<file path="config.mk">
export PLATFORM = sky130hd
export DESIGN_NAME = mb_serial_tx_ctrl_flat
export DESIGN_NICKNAME = d
export VERILOG_FILES = /design/src/rtl/mb_serial_tx_ctrl_pkg.sv /design/src/rtl/mb_serial_tx_ctrl_if.sv /design/src/rtl/mb_serial_tx_ctrl.sv /design/src/flat_wrapper.sv
export SDC_FILE = /design/constraint.sdc
export NUM_CORES = 1
export LEC_CHECK = 0
export ABC_AREA = 1
export CAP_MARGIN = 20
export CORE_AREA = 4 4 41 43
export DETAILED_ROUTE_END_ITERATION = 8
export DIE_AREA = 0 0 45 47
export GPL_TIMING_DRIVEN = 0
export SETUP_SLACK_MARGIN = 0.05
export SYNTH_ARGS = -nofsm -noshare
export SYNTH_HDL_FRONTEND = slang
export SYNTH_SLANG_ARGS = --single-unit
</file>
<file path="constraint.sdc">
create_clock -name CLK -period 1.2 [get_ports CLK]
set_clock_uncertainty 0.2 [all_clocks]
set_input_delay 0.24 -clock CLK [delete_from_list [all_inputs] [get_ports CLK]]
set_output_delay 0.24 -clock CLK [all_outputs]
set_load 0.02 [all_outputs]
</file>
<file path="src/rtl/mb_serial_tx_ctrl_pkg.sv">
// Shared types and default frame geometry for the serial CRC link
// (transmit sequencer, datapath and receiver).
package mb_serial_pkg;

  typedef enum logic [2:0] {
    ST_IDLE,
    ST_LOAD,
    ST_DATA,
    ST_CRC,
    ST_END
  } state_t;

  localparam int MB_DATA_W = 8;
  localparam int MB_CRC_W  = 4;
  localparam int MB_GAP    = 1;

  function automatic int max3(input int a, input int b, input int c);
    int m;
    m = (a > b) ? a : b;
    return (m > c) ? m : c;
  endfunction

  // Bit counter width; floored at 1 so an all-ones geometry still has a port.
  function automatic int cnt_width(input int data_w, input int crc_w, input int gap);
    int m;
    m = max3(data_w, crc_w, gap);
    return (m <= 1) ? 1 : $clog2(m);
  endfunction

endpackage

</file>
<file path="src/rtl/mb_serial_tx_ctrl_if.sv">
// Control bundle between the frame requester and the transmit sequencer.
interface mb_serial_tx_ctrl_if
  import mb_serial_pkg::*;
#(
  parameter int CNT_W = cnt_width(MB_DATA_W, MB_CRC_W, MB_GAP)
);
  logic             Enable;
  logic             Abort;
  logic             Load;
  logic             ShiftEn;
  logic             CrcEn;
  logic             Select;
  logic             Busy;
  logic             Done;
  logic [CNT_W-1:0] BitCnt;

  modport master (
    output Enable, Abort,
    input  Load, ShiftEn, CrcEn, Select, Busy, Done, BitCnt
  );

  modport slave (
    input  Enable, Abort,
    output Load, ShiftEn, CrcEn, Select, Busy, Done, BitCnt
  );
endinterface

</file>
<file path="src/rtl/mb_serial_tx_ctrl.sv">
// Transmit sequencer: LOAD, DATA_W payload shifts, CRC_W checksum shifts,
// then GAP END cycles. All outputs are Moore-decoded from state and BitCnt.
//
//   state    | meaning
//   ST_IDLE  | waiting for Enable
//   ST_LOAD  | one-cycle parallel load of data reg, CRC reg cleared
//   ST_DATA  | shifting payload, CRC accumulating
//   ST_CRC   | shifting checksum out
//   ST_END   | inter-frame gap; Done on first cycle, Enable sampled on last
module mb_serial_tx_ctrl
  import mb_serial_pkg::*;
#(
  parameter int DATA_W = MB_DATA_W,
  parameter int CRC_W  = MB_CRC_W,
  parameter int GAP    = MB_GAP
) (
  input  logic                CLK,
  input  logic                CLR,
  mb_serial_tx_ctrl_if.slave  bus
);

  localparam int CNT_W = cnt_width(DATA_W, CRC_W, GAP);
  typedef logic [CNT_W-1:0] cnt_t;

  localparam cnt_t DATA_LAST = cnt_t'(DATA_W - 1);
  localparam cnt_t CRC_LAST  = cnt_t'(CRC_W - 1);
  localparam cnt_t GAP_LAST  = cnt_t'(GAP - 1);

  if (DATA_W < 1) begin : g_bad_data_w
    $error("mb_serial_tx_ctrl: DATA_W must be >= 1");
  end
  if (CRC_W < 1) begin : g_bad_crc_w
    $error("mb_serial_tx_ctrl: CRC_W must be >= 1");
  end
  if (GAP < 1) begin : g_bad_gap
    $error("mb_serial_tx_ctrl: GAP must be >= 1");
  end

  state_t state_q, state_d;
  cnt_t   cnt_q, cnt_d;

  always_ff @(posedge CLK) begin
    if (CLR) begin
      state_q <= ST_IDLE;
      cnt_q   <= '0;
    end else begin
      state_q <= state_d;
      cnt_q   <= cnt_d;
    end
  end

  always_comb begin
    state_d = state_q;
    cnt_d   = cnt_q;
    unique case (state_q)
      ST_IDLE: begin
        cnt_d = '0;
        if (bus.Enable) state_d = ST_LOAD;
      end
      ST_LOAD: begin
        state_d = ST_DATA;
        cnt_d   = '0;
      end
      ST_DATA: begin
        if (cnt_q == DATA_LAST) begin
          state_d = ST_CRC;
          cnt_d   = '0;
        end else begin
          cnt_d = cnt_q + cnt_t'(1);
        end
      end
      ST_CRC: begin
        if (cnt_q == CRC_LAST) begin
          state_d = ST_END;
          cnt_d   = '0;
        end else begin
          cnt_d = cnt_q + cnt_t'(1);
        end
      end
      ST_END: begin
        if (cnt_q == GAP_LAST) begin
          state_d = bus.Enable ? ST_LOAD : ST_IDLE;
          cnt_d   = '0;
        end else begin
          cnt_d = cnt_q + cnt_t'(1);
        end
      end
      default: begin
        state_d = ST_IDLE;
        cnt_d   = '0;
      end
    endcase
    // Abort overrides every in-frame transition and suppresses Done.
    if (bus.Abort && state_q != ST_IDLE) begin
      state_d = ST_IDLE;
      cnt_d   = '0;
    end
  end

  assign bus.Load    = (state_q == ST_LOAD);
  assign bus.ShiftEn = (state_q == ST_DATA) || (state_q == ST_CRC);
  assign bus.CrcEn   = (state_q == ST_DATA);
  assign bus.Select  = (state_q == ST_CRC);
  assign bus.Busy    = (state_q != ST_IDLE);
  assign bus.Done    = (state_q == ST_END) && (cnt_q == '0);
  assign bus.BitCnt  = cnt_q;

endmodule

</file>
<file path="src/flat_wrapper.sv">
// flat-port wrapper written by rule: the top's interface ports become plain ports
module mb_serial_tx_ctrl_flat import mb_serial_pkg::*;
#(
  parameter int DATA_W = MB_DATA_W,
  parameter int CRC_W  = MB_CRC_W,
  parameter int GAP    = MB_GAP
)
  (CLK, CLR, bus_Enable, bus_Abort, bus_Load, bus_ShiftEn, bus_CrcEn, bus_Select, bus_Busy, bus_Done, bus_BitCnt);
  mb_serial_tx_ctrl_if bus_i ();
  input  logic CLK;
  input  logic CLR;
  input wire logic [$bits(bus_i.Enable)-1:0] bus_Enable;
  input wire logic [$bits(bus_i.Abort)-1:0] bus_Abort;
  output wire logic [$bits(bus_i.Load)-1:0] bus_Load;
  output wire logic [$bits(bus_i.ShiftEn)-1:0] bus_ShiftEn;
  output wire logic [$bits(bus_i.CrcEn)-1:0] bus_CrcEn;
  output wire logic [$bits(bus_i.Select)-1:0] bus_Select;
  output wire logic [$bits(bus_i.Busy)-1:0] bus_Busy;
  output wire logic [$bits(bus_i.Done)-1:0] bus_Done;
  output wire logic [$bits(bus_i.BitCnt)-1:0] bus_BitCnt;
  assign bus_i.Enable = bus_Enable;
  assign bus_i.Abort = bus_Abort;
  assign bus_Load = bus_i.Load;
  assign bus_ShiftEn = bus_i.ShiftEn;
  assign bus_CrcEn = bus_i.CrcEn;
  assign bus_Select = bus_i.Select;
  assign bus_Busy = bus_i.Busy;
  assign bus_Done = bus_i.Done;
  assign bus_BitCnt = bus_i.BitCnt;
  mb_serial_tx_ctrl #(.DATA_W(DATA_W), .CRC_W(CRC_W), .GAP(GAP)) u_core (.CLK(CLK), .CLR(CLR), .bus(bus_i));
endmodule
</file>
== Yosys cells after proc, flatten, opt, wreduce, memory -nomap -nowiden ==
Index checks and enable logic that the tools add are counted.

* Bits in registers: 6
* Word-level logic and storage cells: 31

* Add/subtract/negate cells: 1
* Equality and inequality tests: 10
* Mux-type cells: 10
* Reduce and logical (&&, ||, !) cells: 8

{| class="wikitable"
|+ Operators by type and width
! operator !! number
|-
| 2-to-1 mux 3 bit || 7
|-
| one-hot mux 3 bit (5 select lines) || 1
|-
| == test 3 x 2 -> 1 bit (second input constant) || 3
|-
| one-hot mux 3 bit (3 select lines) || 1
|-
| == test 3 bit (second input constant) || 2
|-
| logical NOT 3 bit || 2
|-
| != test 2 x 1 -> 1 bit (second input constant) || 3
|-
| AND reduction 4 bit || 1
|-
| adder 3 x 1 -> 3 bit (second input constant) || 1
|-
| == test 3 x 1 -> 1 bit (second input constant) || 1
|-
| nonzero test 3 bit || 1
|-
| logical AND 1 bit || 2
|-
| != test 2 bit (second input constant) || 1
|-
| OR reduction 2 bit || 1
|-
| logical OR 1 bit || 1
|-
| 2-to-1 mux 1 bit || 1
|}

== Longest topological paths before layout ==
* Word-level depth: 3
* Gate-level depth with buffers: 9
* Mapped depth without buffers: 9

== Least setup slack after synthesis ==
No wires, ideal clock.

* Kind: register to output
* Start point: register u_core.cnt_q[0] (netlist: u_core.bus.BitCnt[0])
* End point: output port bus_Done
* Arrival time: 1.179 ns
* Data required time: 0.760 ns
* Slack: -0.419 ns
* Stages on the path, launching flop included: 5
* Path buffers: 0
* Cell sequence: dfxtp_1 > inv_1 > ha_1 > nand2_1 > nor3_1

* Longest elaborated chain between the ends: 2

{| class="wikitable"
|+ RTL lines
! item !! RTL line !! source
|-
| start, declared || mb_serial_tx_ctrl.sv:40 || <nowiki>cnt_t cnt_q, cnt_d;</nowiki>
|-
| start signal, assigned || mb_serial_tx_ctrl.sv:48 || <nowiki>cnt_q <= cnt_d;</nowiki>
|-
| logical NOT 3 bit || mb_serial_tx_ctrl.sv:105 || <nowiki>assign bus.Done = (state_q == ST_END) && (cnt_q == '0);</nowiki>
|-
| logical AND 1 bit || mb_serial_tx_ctrl.sv:105 ||
|-
| end, declared || flat_wrapper.sv:19 || <nowiki>output wire logic [$bits(bus_i.Done)-1:0] bus_Done;</nowiki>
|}

Every way passes these cells.

== Worst setup path in the final report ==
* Start point: register u_core.cnt_q[1] (netlist: u_core.bus.BitCnt[1])
* End point: output port bus_Done

The elaborated chain is that of the path after synthesis.

==> results.cfg <==
[floorplanning]
num_rows = 13
start_util_pct = 33.9
die_w_um = 45
die_h_um = 47
core-area_sq_mm = 0.00130
dieArea_sq_mm = 0.00212
ioPinCount = 13

[worst_setup_path]
cp.required_ps = 760
start_kind = flop
r2r_end = u_core.bus.BitCnt[1]
reg2reg_setup_slack_ps = -340
worst_path_largest_cell_delay_ps = 350
crit_slowest_cell = dfxtp_4
cp.arrival_ps = 1140
path_class = flop to primary output
reg2reg_depth = 10
crit_fanout = 2
r2r_start = u_core.bus.BitCnt[1]
critPathCaptureType = primary output
path_cells = inv_4, ha_4, nand2_4, nor3_4, buf_6

[power]
leakage_uw = 0.000449
powerDensity_mw_per_mm2 = 1910
ir_worst_vdd_mv = 1.07

[sta]
fmax_ghz = 0.631
fin_crit_ps = 1580
fin_ws_ps = -384
grt_setup_unrepaired = yes
slew_violations = 0
finalCritPeriodShare_pct = 132
whs_ps = 443
tns_ps = -3910
hold_viol_final = 0
setup_violations = 15
worstMarginPinSlew_ps = 164
max-slew-margin-rel_pct = 89.0

[placed_design]
place_area_sq_um = 658
gp_congestion = 0.701
portBuffers = 12
dp_hpwl_um = 774

[global_route]
grt_max_degree = 7
grt_pass1_wl_um = 2150
grt_pass1_vias = 531
track_usage_pct = 14.2
antenna_found_initial = 0
grt.overflow.total = 0

[clock_network]
cts_made_buffers = 3
clock_sinks = 6
htreeDepth = 1
path_clk_slew_ps = 50
cts_root_buf = clkbuf_4
cts_tree = yes
holdBufCountCts = 0
clockBufferDepth = 2
clkLatencyLatePin_ps = 250

[run_status]
status = finished with violations
violations = setup timing

[logic_synthesis]
synth_top_area_share_pct = 27.2
yosysTopAreaCell = dfxtp_1
synth_nets = 69
synthesis.instances = 61
muxShareOfSynthArea_pct = 0
synth_simple_gate_area_share_pct = 38.0
yosysWarnings = 0
synth_ff_type = dfxtp_1
synth_area_leaders = dfxtp_1 27%, ha_1 11%, nand2_1 8.5%
synth_most_common_cell = nand2_1
yosysSeqAreaShare_pct = 27.2
netlist_top_cells_count = 10 x nand2_1, 8 x inv_1, 6 x dfxtp_1, 5 x nand2_2, 5 x nor2_1
syn_area_sq_um = 442
synth_xor_area_share_pct = 0
synth.avg_cell_area_sq_um = 7.24
synthAdderAreaFrac_pct = 11.3
synth_top_family_by_area = simple AND/OR/NAND/NOR gates
synth_seq_cells = 6
async_flop_share_pct = 0
synth_compound_area_share_pct = 11.6
synth_edf_count = 0
synth_cell_type_count = 18

[detailed_routing]
ant_nets = 0
wire_per_inst_um = 12.4
drt-total-wl_um = 1420
vias = 535
first_iter_violations = 4
route.detailed.drc = 0
via_per_inst = 4.65
drt_first_pass_iters = 3

[finish]
area_delta_synth_final_pct = 125
antennaDiodeCount = 0
postLayoutCellArea_sq_um = 992
nNetsFinal = 110
seq_area_sq_um = 138
finish.utilization_pct = 76.3
multiInputGateArea_sq_um = 403
fillers = 95
drive_gt1_share_pct = 79.0

[job]
max_cap_viol_count = 0

[worst_hold_path]
min_path_cells = 4
min_delay_worst_endpoint = u_core.bus.BitCnt[0]
min_from = u_core.bus.BitCnt[0]
hp-class = flop to flop
==> metal layers <==
layer  vias up  share of wire [%]  GRT usage [%]
met2        13                 55           24.3
li1        268                  -              -
met4         0                1.2           5.26
met3         3                4.7           3.83
met1       251                 39           16.9
met5         -                  0              0
==> cell type report <==
| class | count | share of cell area (%) |
|---|---|---|
| multi-input cells | 42 | 40.6 |
| repair buffers | 36 | 34.4 |
| flip-flops and latches | 6 | 13.9 |
| inverters | 12 | 5.80 |
| clock buffers | 3 | 2.27 |
| well taps | 15 | 1.89 |
| plain buffers | 1 | 1.13 |
==> through the flow <==
step,setup slack [ps],power (uW),cells
3_3_place_gp,-649,1190,88
4_1_cts,-401,1700,106
6_report,-384,1890,115
3_5_place_dp,-650,1190,88
5_1_grt,-421,2020,115
2_1_floorplan,-132,941,61
==> sequential cells by signal, summed over array words and instances (netlist names) <==
name	count
u_core.bus.BitCnt	3
u_core.state_q	3
==> placed cells by master, fill, tap and decap left out, drive strengths merged, types with 2 or more instances in the layout <==
master	count
nand3	5
buf	34
ha	4
nor2	9
dfxtp	6
clkdlybuf4s50	3
nand2	15
inv	12
nor3	2
clkbuf	3
a21oi	5
==> kinds of logic after synthesis <==
group           Yosys count
simple gates             31
buf+inv                  13
compound gates            7
flops                     6
fa+ha+maj                 4
==> worst max path at each step <==
stage / start / to / slack [ps]
global route: u_core.bus.BitCnt[1] / bus_Done / -420
detailed placement: u_core.state_q[1] / bus_Done / -650
floorplan: u_core.bus.BitCnt[1] / u_core.bus.BitCnt[2] / -130
finish: u_core.bus.BitCnt[1] / bus_Done / -380
global placement: u_core.state_q[1] / bus_Done / -650
CTS: u_core.bus.BitCnt[0] / bus_Done / -400
==> worst max-delay path, delay by kind of cell (launching register included) <==
kind                     cells  cell delay (ps)
buffers and inverters        2              190
adder cells (fa/ha/maj)      1              130
flip-flops                   1              350
AND/OR/NAND/NOR              2              220
==> report_power, final <==
part / internal (uW) / leakage, uW / switching, uW
Combinational: 662 / 0.000383 / 686
Sequential: 257 / 0.0000527 / 83.1
Clock: 114 / 0.0000138 / 89.3
Total: 1030 / 0.000449 / 859
==> repair_timing <==
action | CTS | global route
buffers inserted | 15 | 9
pin swaps | 11 | 11
hold endpoints to repair | 0 | 0
resized for setup | 69 | 18
endpoints found under the setup margin | 15 | 15
No activity file was read; power rests on OpenSTA's default activity.
